### config.mk
export PLATFORM = sky130hd
export DESIGN_NAME = npc_trap
export DESIGN_NICKNAME = d
export VERILOG_FILES = /design/src/rtl/npc_trap.sv
export SDC_FILE = /design/constraint.sdc
export NUM_CORES = 1
export LEC_CHECK = 0
export BUFFER_PORTS_ARGS = -buffer_cell sky130_fd_sc_hd__buf_2
export CAP_MARGIN = 20
export CORE_MARGIN = 10
export CORE_UTILIZATION = 60
export DETAILED_ROUTE_END_ITERATION = 8
export GPL_TIMING_DRIVEN = 0
export HOLD_SLACK_MARGIN = 0.08
export PLACE_DENSITY_LB_ADDON = 0.1
export SYNTH_ARGS = -nofsm -noshare
export SYNTH_HDL_FRONTEND = slang
export SYNTH_SLANG_ARGS = --single-unit
### constraint.sdc
create_clock -name clk -period 8.2 [get_ports clk]
set_input_delay 0.41 -clock clk [delete_from_list [all_inputs] [get_ports clk]]
set_output_delay 0.41 -clock clk [all_outputs]
set_load 0.01 [all_outputs]
### src/rtl/npc_trap.sv
// Next-PC selection with a nested, priority-preemptive trap stack of {epc, cause} pairs.
// Index 0 of int_req is the highest-priority source.
module npc_trap #(
   parameter int unsigned XLEN      = 32,
   parameter int unsigned NUM_SRC   = 8,
   parameter int unsigned DEPTH     = 4,
   parameter bit          VECTORED  = 1'b1,
   parameter logic [XLEN-1:0] TVEC_BASE = 32'h0000_0a7c,
   parameter logic [XLEN-1:0] RESET_PC  = 32'h0000_0000
) (
   input  logic                           clk,
   input  logic                           rst,
   input  logic [XLEN-1:0]                pc,
   input  logic [XLEN-1:0]                pc_ex,
   input  logic [2:0]                     npc_op,
   input  logic [XLEN-1:0]                imm,
   input  logic [XLEN-1:0]                aluout,
   input  logic                           pc_write,
   input  logic [NUM_SRC-1:0]             int_req,
   input  logic [NUM_SRC-1:0]             int_mask,
   input  logic                           trap_ret,
   output logic [XLEN-1:0]                npc,
   output logic                           trap_taken,
   output logic [$clog2(NUM_SRC)-1:0]     cause,
   output logic [XLEN-1:0]                epc,
   output logic [$clog2(DEPTH+1)-1:0]     depth,
   output logic                           in_trap,
   output logic                           stack_ovf
);

   localparam int unsigned CW    = $clog2(NUM_SRC);
   localparam int unsigned DW    = $clog2(DEPTH + 1);
   localparam int unsigned IW    = (DEPTH > 1) ? $clog2(DEPTH) : 1;
   localparam int unsigned SLOTS = 2 ** IW;
   localparam logic [DW-1:0] DepthMax = DW'(DEPTH);

   logic [XLEN-1:0]    epc_q   [SLOTS];
   logic [CW-1:0]      cause_q [SLOTS];
   logic [DW-1:0]      depth_q;
   logic               stack_ovf_q;

   logic [NUM_SRC-1:0] pending;
   logic [CW-1:0]      sel;
   logic [IW-1:0]      top_idx;
   logic [IW-1:0]      push_idx;
   logic [XLEN-1:0]    top_epc;
   logic [CW-1:0]      top_cause;
   logic               empty;
   logic               preempt;
   logic               do_pop;
   logic               do_push;
   logic               do_ovf;
   logic [XLEN-1:0]    vec_addr;

   assign pending  = int_req & int_mask;
   assign empty    = (depth_q == '0);
   assign top_idx  = IW'(depth_q - DW'(1));
   assign push_idx = IW'(depth_q);

   always_comb begin
      sel = '0;
      for (int i = int'(NUM_SRC) - 1; i >= 0; i--) begin
         if (pending[i]) sel = CW'(i);
      end
   end

   assign top_epc   = empty ? '0 : epc_q[top_idx];
   assign top_cause = empty ? '0 : cause_q[top_idx];

   assign preempt = (pending != '0) && (empty || (sel < top_cause));

   // A return always wins the cycle; pending requests are re-judged against the new top.
   assign do_pop  = !rst && pc_write && trap_ret && !empty;
   assign do_push = !rst && pc_write && !do_pop && preempt && (depth_q < DepthMax);
   assign do_ovf  = !rst && pc_write && !do_pop && preempt && (depth_q == DepthMax);

   assign vec_addr = VECTORED ? (TVEC_BASE + (XLEN'(sel) << 2)) : TVEC_BASE;

   always_comb begin
      npc = pc + XLEN'(4);
      if (rst) begin
         npc = RESET_PC;
      end else if (!pc_write) begin
         npc = pc;
      end else if (do_pop) begin
         npc = top_epc + XLEN'(4);
      end else if (do_push) begin
         npc = vec_addr;
      end else begin
         unique case (npc_op)
            3'b001, 3'b010: npc = pc_ex + imm;
            3'b100:         npc = {aluout[XLEN-1:1], 1'b0};
            default:        npc = pc + XLEN'(4);
         endcase
      end
   end

   assign trap_taken = do_push;

   always_ff @(posedge clk) begin
      if (rst) begin
         depth_q     <= '0;
         stack_ovf_q <= 1'b0;
      end else begin
         if (do_push) begin
            epc_q[push_idx]   <= pc_ex;
            cause_q[push_idx] <= sel;
            depth_q           <= depth_q + DW'(1);
         end else if (do_pop) begin
            depth_q <= depth_q - DW'(1);
         end
         if (do_ovf) stack_ovf_q <= 1'b1;
      end
   end

   assign cause     = top_cause;
   assign epc       = top_epc;
   assign depth     = depth_q;
   assign in_trap   = !empty;
   assign stack_ovf = stack_ovf_q;

endmodule

==> results of run 1 <==
cell families (layout without fill, tap and decap cells):
logic type,count (synthesis),in the layout
simple gates,315,315
compound gates,235,235
flops,144,144
xor+xnor,74,74
buf+inv,72,330
fa+ha+maj,44,44
mux,39,39
other cells,0,5
placed cells by master (no fill, tap or decap), types with 5 or more instances in the layout:
cell       netlist  routed
a211oi_1        14      14
nor4_1           5       5
o22ai_1          6       6
o21a_1          12      12
a21o_1           7       7
nand3_1         31      31
ha_1            43      43
edfxtp_1       140     140
diode_2          0       5
xor2_1          38      38
mux4_2          17      17
inv_1           24      24
and4_1           6       6
a221oi_1        14      14
nand2_1         78      78
a311oi_1         5       5
nor3_1          27      27
nand2b_1         5       5
o31ai_1          6       6
o211ai_1         5       5
and3_1          18      14
or3_1            7       7
nand4_1         12      12
and2_1          35      35
a22oi_1         19      19
mux4_1          15      15
xnor2_1         36      36
a21oi_1         52      52
nor2b_1          9       9
o21ai_0         44      44
mux2i_1          6       6
buf_2            5     227
clkbuf_1        35      36
a211o_1          5       5
inv_6            0       5
nor2_1          64      64
o221ai_1         7       7
clkbuf_16        0      17
a31oi_1          7       7
sequential cells by signal, summed over array words and instances (netlist names):
name       count
cause_q       12
epc_q        128
stack_ovf      1
depth          3
area by class of cell:
class,instances,area (µm²)
inverters,25,93.8
flip-flops and latches,144,4280
repair buffers,226,1210
fillers,1152,4050
plain buffers,47,234
well taps,216,270
diodes,5,12.5
multi-input cells,707,5290
clock inverters,14,131
clock buffers,18,429
per-layer routing:
layer  track usage (%)  vias to the layer above  share of wire, %
met5                 0                        -             0.024
met2              51.7                      758                47
met4              18.7                        2               4.9
met1              41.4                     4441                36
met3              7.80                      153                12
li1                  -                     4085                 -
power by group through the flow:
stage	combinational (mW)	clock (mW)	sequential (mW)
after global routing	1.12	0.792	0.876
final	1.06	0.763	0.874
after detailed placement	1.03	0	0.888
after global placement	1.01	0	0.888
after CTS	1.03	0.762	0.873
after floorplan	0.630	0	0.884
worst paths after layout:
path	to	slack, ps
max	npc[12]	390
min	epc_q[3][24]$_DFFE_PP_	210
max reg2reg	epc_q[3][16]$_DFFE_PP_	1440
min reg2reg	stack_ovf$_SDFFE_PP0P_	540
through the flow:
step	worst slack (ps)	area (µm²)	cells	util, %
6_report	387	11900	1402	74.7
5_1_grt	274	11900	1401	74.7
4_1_cts	727	11900	1397	74.6
3_5_place_dp	1240	11400	1365	71.1
3_3_place_gp	904	11300	1361	70.5
2_1_floorplan	3150	9890	923	-
==> results.md, run 1 <==
* Reg clk slew, reported paths at 70 ps
* EDFF count, synth at 140
* Main combinational cell family by area after synthesis: simple AND/OR/NAND/NOR gates
* 1st-iter DRT viols at 1366
* Critical path arrival at 7400 ps
* Die height at 148 µm
* Post-DP HPWL at 28000 µm
* Slew headroom at 44.9%
* Switch share at 38.0%
* IO Pins at 224
* Kind of critical path: flip-flop to output port
* FF-to-FF path depth at 18
* RSZ-0062 raised after global routing: false
* Rows at 46
* Combinational group share of total power at 39.4%
* Worst slew pin tran at 827 ps
* Post CTS Setup Buffer Count at 0
* Cell taking the most area after synthesis: edfxtp_1
* Mapped Nets at 1118
* Sequential area share after synthesis at 43.3%
* Layout cells sized above 1 at 26.1%
* Synth Area in XOR/XNOR at 6.55%
* Slew Viols, Final at 0
* Post-route ant nets at 0
* Crit path from: depth[0]$_SDFFE_PP0P_
* Psw at 1.03 mW
* Hold path cells at 1
* Fraction of the mapped netlist area in compound gates at 16.1%
* Peak VDD IR at 0.202 mV
* Mapped Area at 9890 µm²
* HP Start: pc_ex[24]
* Worst-path cell chain: buf_6, buf_12, buf_12, buf_2, inv_1, ha_1, ha_1, inv_1, clkbuf_1, clkbuf_1, clkbuf_1, nand2_1, ha_1, a21oi_1, o2111a_1, o21a_1, a21oi_1, clkbuf_1, a221oi_1, nor3_1, buf_2
* Ys async rst share at 0%
* Vias per cell at 6.73
* Slowest cell on the critical path: clkbuf_1
* Worst Skew at 7.93 ps
* Synth top cells by count: 140 x edfxtp_1, 78 x nand2_1, 64 x nor2_1, 52 x a21oi_1, 44 x o21ai_0
* Most frequent CP cell: clkbuf_1
* CP max stage delay at 620 ps
* Largest net degree at the start of global routing at 23
* Cell with the most instances after synthesis: edfxtp_1
* RD Place Congestion at 0.995
* Hold-fix buffers at CTS at 0
* Critical path launch point type: flip-flop
* Initial Util at 61.8%
* Root buf cell: clkbuf_16
* Post-synthesis adder-cell area fraction at 5.64%
* Top delay family on crit path: buffers and inverters
* Final Hold Fails at 0
* Die width at 148 µm
* Final Power at 2.70 mW
* IO buf count at 222
* Setup TNS at 0 ps
* Min Tclk post-route at 7810 ps
* First-pass GRT wire length at 54700 µm
* Pwr dens at 226 nW/µm²
* Final period util at 95.3%
* Synth top area cells: edfxtp_1 42%, ha_1 5.4%, mux4_1 4.0%
* Synth Area in Simple Gates at 16.6%
* DR WL/cell at 26.7 µm
* Status: complete, no violations
* Cells after Synth at 923
* CTS tree: done
* Global Route Usage Sum at 33.1%
* Grt total ovfl at 0
* Fmax at 0.128 GHz
* Routed wire length at 37500 µm
* CTS-repair resized insts at 0
* Seq pwr share at 32.4%
* Worst setup EP type: output port
* Critical Path Stages at 21
* Worst Path Max Fanout at 10
* Worst-skew pair later-pin latency at 440 ps
* Die area at 22000 µm²
* Clk buf depth at 2
* DRT Pass-1 Iters at 6
* Critical Path RT at 7790 ps
* Nets@finish at 1363
* CTS H-tree depth at 4
* Area Overhead vs Synth at 20.8%
* Yosys cell types at 75
* Hold Worst Slack at 206 ps
* Clock Power Share at 28.2%
* Residual DRC at 0
* CTS buffer count at 17
* Pint at 1.67 mW
* Vias in the first global route at 9278
* Post-synth top flop: edfxtp_1
* Avg Inst Size Synth at 10.7 µm²
* Setup Viol. Count Final at 0
* Crit path buf inv count at 11
* Yosys warns at 0
* Leakage Power at 4.70 nW
* Core outline area at 16000 µm²
* Clk sink count at 144
* Post-synthesis mux area share at 8.57%
* Maxcap violations at 0
* Vias at 9439
* FF+latch count, synth at 144
* Area share of the largest cell type after synthesis at 42.5%
* Initial antenna violation count at 5
* R2r startpoint: depth[0]$_SDFFE_PP0P_
* HP Class: input pin to flip-flop
Note: power is estimated with default switching activity, not from simulation.
==> inputs of run 2 (changes only) <==
--- a/config.mk
+++ b/config.mk
@@ -12,7 +12,7 @@
 export DETAILED_ROUTE_END_ITERATION = 8
 export GPL_TIMING_DRIVEN = 0
 export HOLD_SLACK_MARGIN = 0.08
-export PLACE_DENSITY_LB_ADDON = 0.1
+export PLACE_DENSITY = 0.83
 export SYNTH_ARGS = -nofsm -noshare
 export SYNTH_HDL_FRONTEND = slang
 export SYNTH_SLANG_ARGS = --single-unit
==> results.md, run 2 (same netlist as run 1, synthesis figures left out) <==
* Die area at 22000 µm²
* Post-route ant nets at 0
* CTS H-tree depth at 4
* Slew headroom at 48.5%
* First-pass GRT wire length at 55100 µm
* Pwr dens at 224 nW/µm²
* RSZ-0062 raised after global routing: false
* Area Overhead vs Synth at 20.5%
* Worst Skew at 4.31 ps
* Commonest cells after routing, fill and taps aside: 227 x buf_2, 140 x edfxtp_1, 78 x nand2_1
* Hold-fix buffers at CTS at 0
* Clk sink count at 144
* CTS buffer count at 17
* Rows at 46
* Critical path arrival at 7350 ps
* Setup Viol. Count Final at 0
* Most flops, register: epc_q
* Initial antenna violation count at 7
* Critical Path RT at 7790 ps
* Worst-skew pair later-pin latency at 420 ps
* DR WL/cell at 26.4 µm
* Cell total after placement at 1365
* Peak VDD IR at 0.233 mV
* RD Place Congestion at 0.999
* Fmax at 0.129 GHz
* Initial Util at 61.8%
* Largest register FFs at 128
* Kind of critical path: flip-flop to output port
* Layout cells sized above 1 at 25.9%
* Slew Viols, Final at 0
* CTS-repair resized insts at 0
* Most common cell after layout, fill and taps aside: buf_2
* Leakage Power at 4.68 nW
* Vias in the first global route at 9591
* Min Tclk post-route at 7760 ps
* Largest net degree at the start of global routing at 24
* Layout Utilization at 74.5%
* Worst setup EP type: output port
* Vias at 9458
* Final period util at 94.6%
* Post-DP HPWL at 27800 µm
* Global Route Usage Sum at 32.7%
* Die width at 148 µm
* Die height at 148 µm
* HP Class: input pin to flip-flop
* Root buf cell: clkbuf_16
* Grt total ovfl at 0
* Vias per cell at 6.76
* Final Hold Fails at 0
* Post CTS Setup Buffer Count at 0
* Routed wire length at 36900 µm
* Clk buf depth at 2
* IO Pins at 224
* 1st-iter DRT viols at 1264
* Critical path launch point type: flip-flop
* DRT Pass-1 Iters at 8
* Nets@finish at 1363
* Residual DRC at 0
* Status: complete, no violations
* Worst Path Max Fanout at 10
* Worst slew pin tran at 770 ps
* Finished Layout Cells at 1399
* Maxcap violations at 0
* Final Power at 2.67 mW
* IO buf count at 222
* Reg clk slew, reported paths at 60 ps
* Setup TNS at 0 ps
* CTS tree: done
* Core outline area at 16000 µm²
[run 2: cell types whose count changed in the layout (fill, tap and decap cells not counted), sizes merged]
cell,before,now
bufinv,1,2
inv,30,26
clkinvlp,3,4
clkbuf,53,52
[run 2: metal layers]
metal / share of wire (%) / vias to the layer above / GRT usage [%]
met5: 0 / - / 0
met4: 6.6 / 0 / 19.1
met3: 13 / 207 / 9.34
met2: 45 / 806 / 51.9
met1: 35 / 4370 / 38.9
li1: - / 4075 / -
[run 2: worst paths after layout]
path / from / endpoint / slack [ps] / cells past startpoint
max reg2reg: depth[0]$_SDFFE_PP0P_ / epc_q[0][16]$_DFFE_PP_ / 1660 / 18
max: depth[0]$_SDFFE_PP0P_ / npc[22] / 440 / 21
min reg2reg: stack_ovf$_SDFFE_PP0P_ / stack_ovf$_SDFFE_PP0P_ / 490 / 2
min: pc_ex[17] / epc_q[1][17]$_DFFE_PP_ / 220 / 1
[run 2: layout make-up]
type / instances / area [µm²]
diodes: 5 / 12.5
well taps: 216 / 270
clock buffers: 17 / 425
clock inverters: 12 / 121
inverters: 25 / 93.8
multi-input cells: 707 / 5290
plain buffers: 47 / 234
repair buffers: 226 / 1190
fillers: 1189 / 4080
flip-flops and latches: 144 / 4280
[run 2: stage by stage]
step / setup slack (ps) / hold slack [ps] / cell area [µm²]
3_3_place_gp: 965 / 436 / 11300
3_5_place_dp: 1230 / 465 / 11400
5_1_grt: 342 / 216 / 11900
2_1_floorplan: 3150 / 470 / 9890
4_1_cts: 747 / 211 / 11900
6_report: 444 / 220 / 11900
[run 2: power by group]
part | internal, mW | switching, mW | leakage (nW)
clock | 0.438 | 0.298 | 0.258
sequential | 0.858 | 0.0159 | 1.30
combinational | 0.397 | 0.662 | 3.12
total | 1.69 | 0.976 | 4.68
[run 2: critical path: stages, from the launching register on]
cell and delay [ps]:
dfxtp_1 670, buf_6 260, buf_12 180, buf_12 160, buf_2 340, inv_1 160, ha_1 270, ha_1 250
inv_1 240, clkbuf_1 510, clkbuf_1 610, clkbuf_1 550, nand2_1 190, ha_1 350, a21oi_1 70, o2111a_1 250
o21a_1 190, a21oi_1 230, clkbuf_1 580, o211ai_1 210, a31oi_1 410, buf_2 210
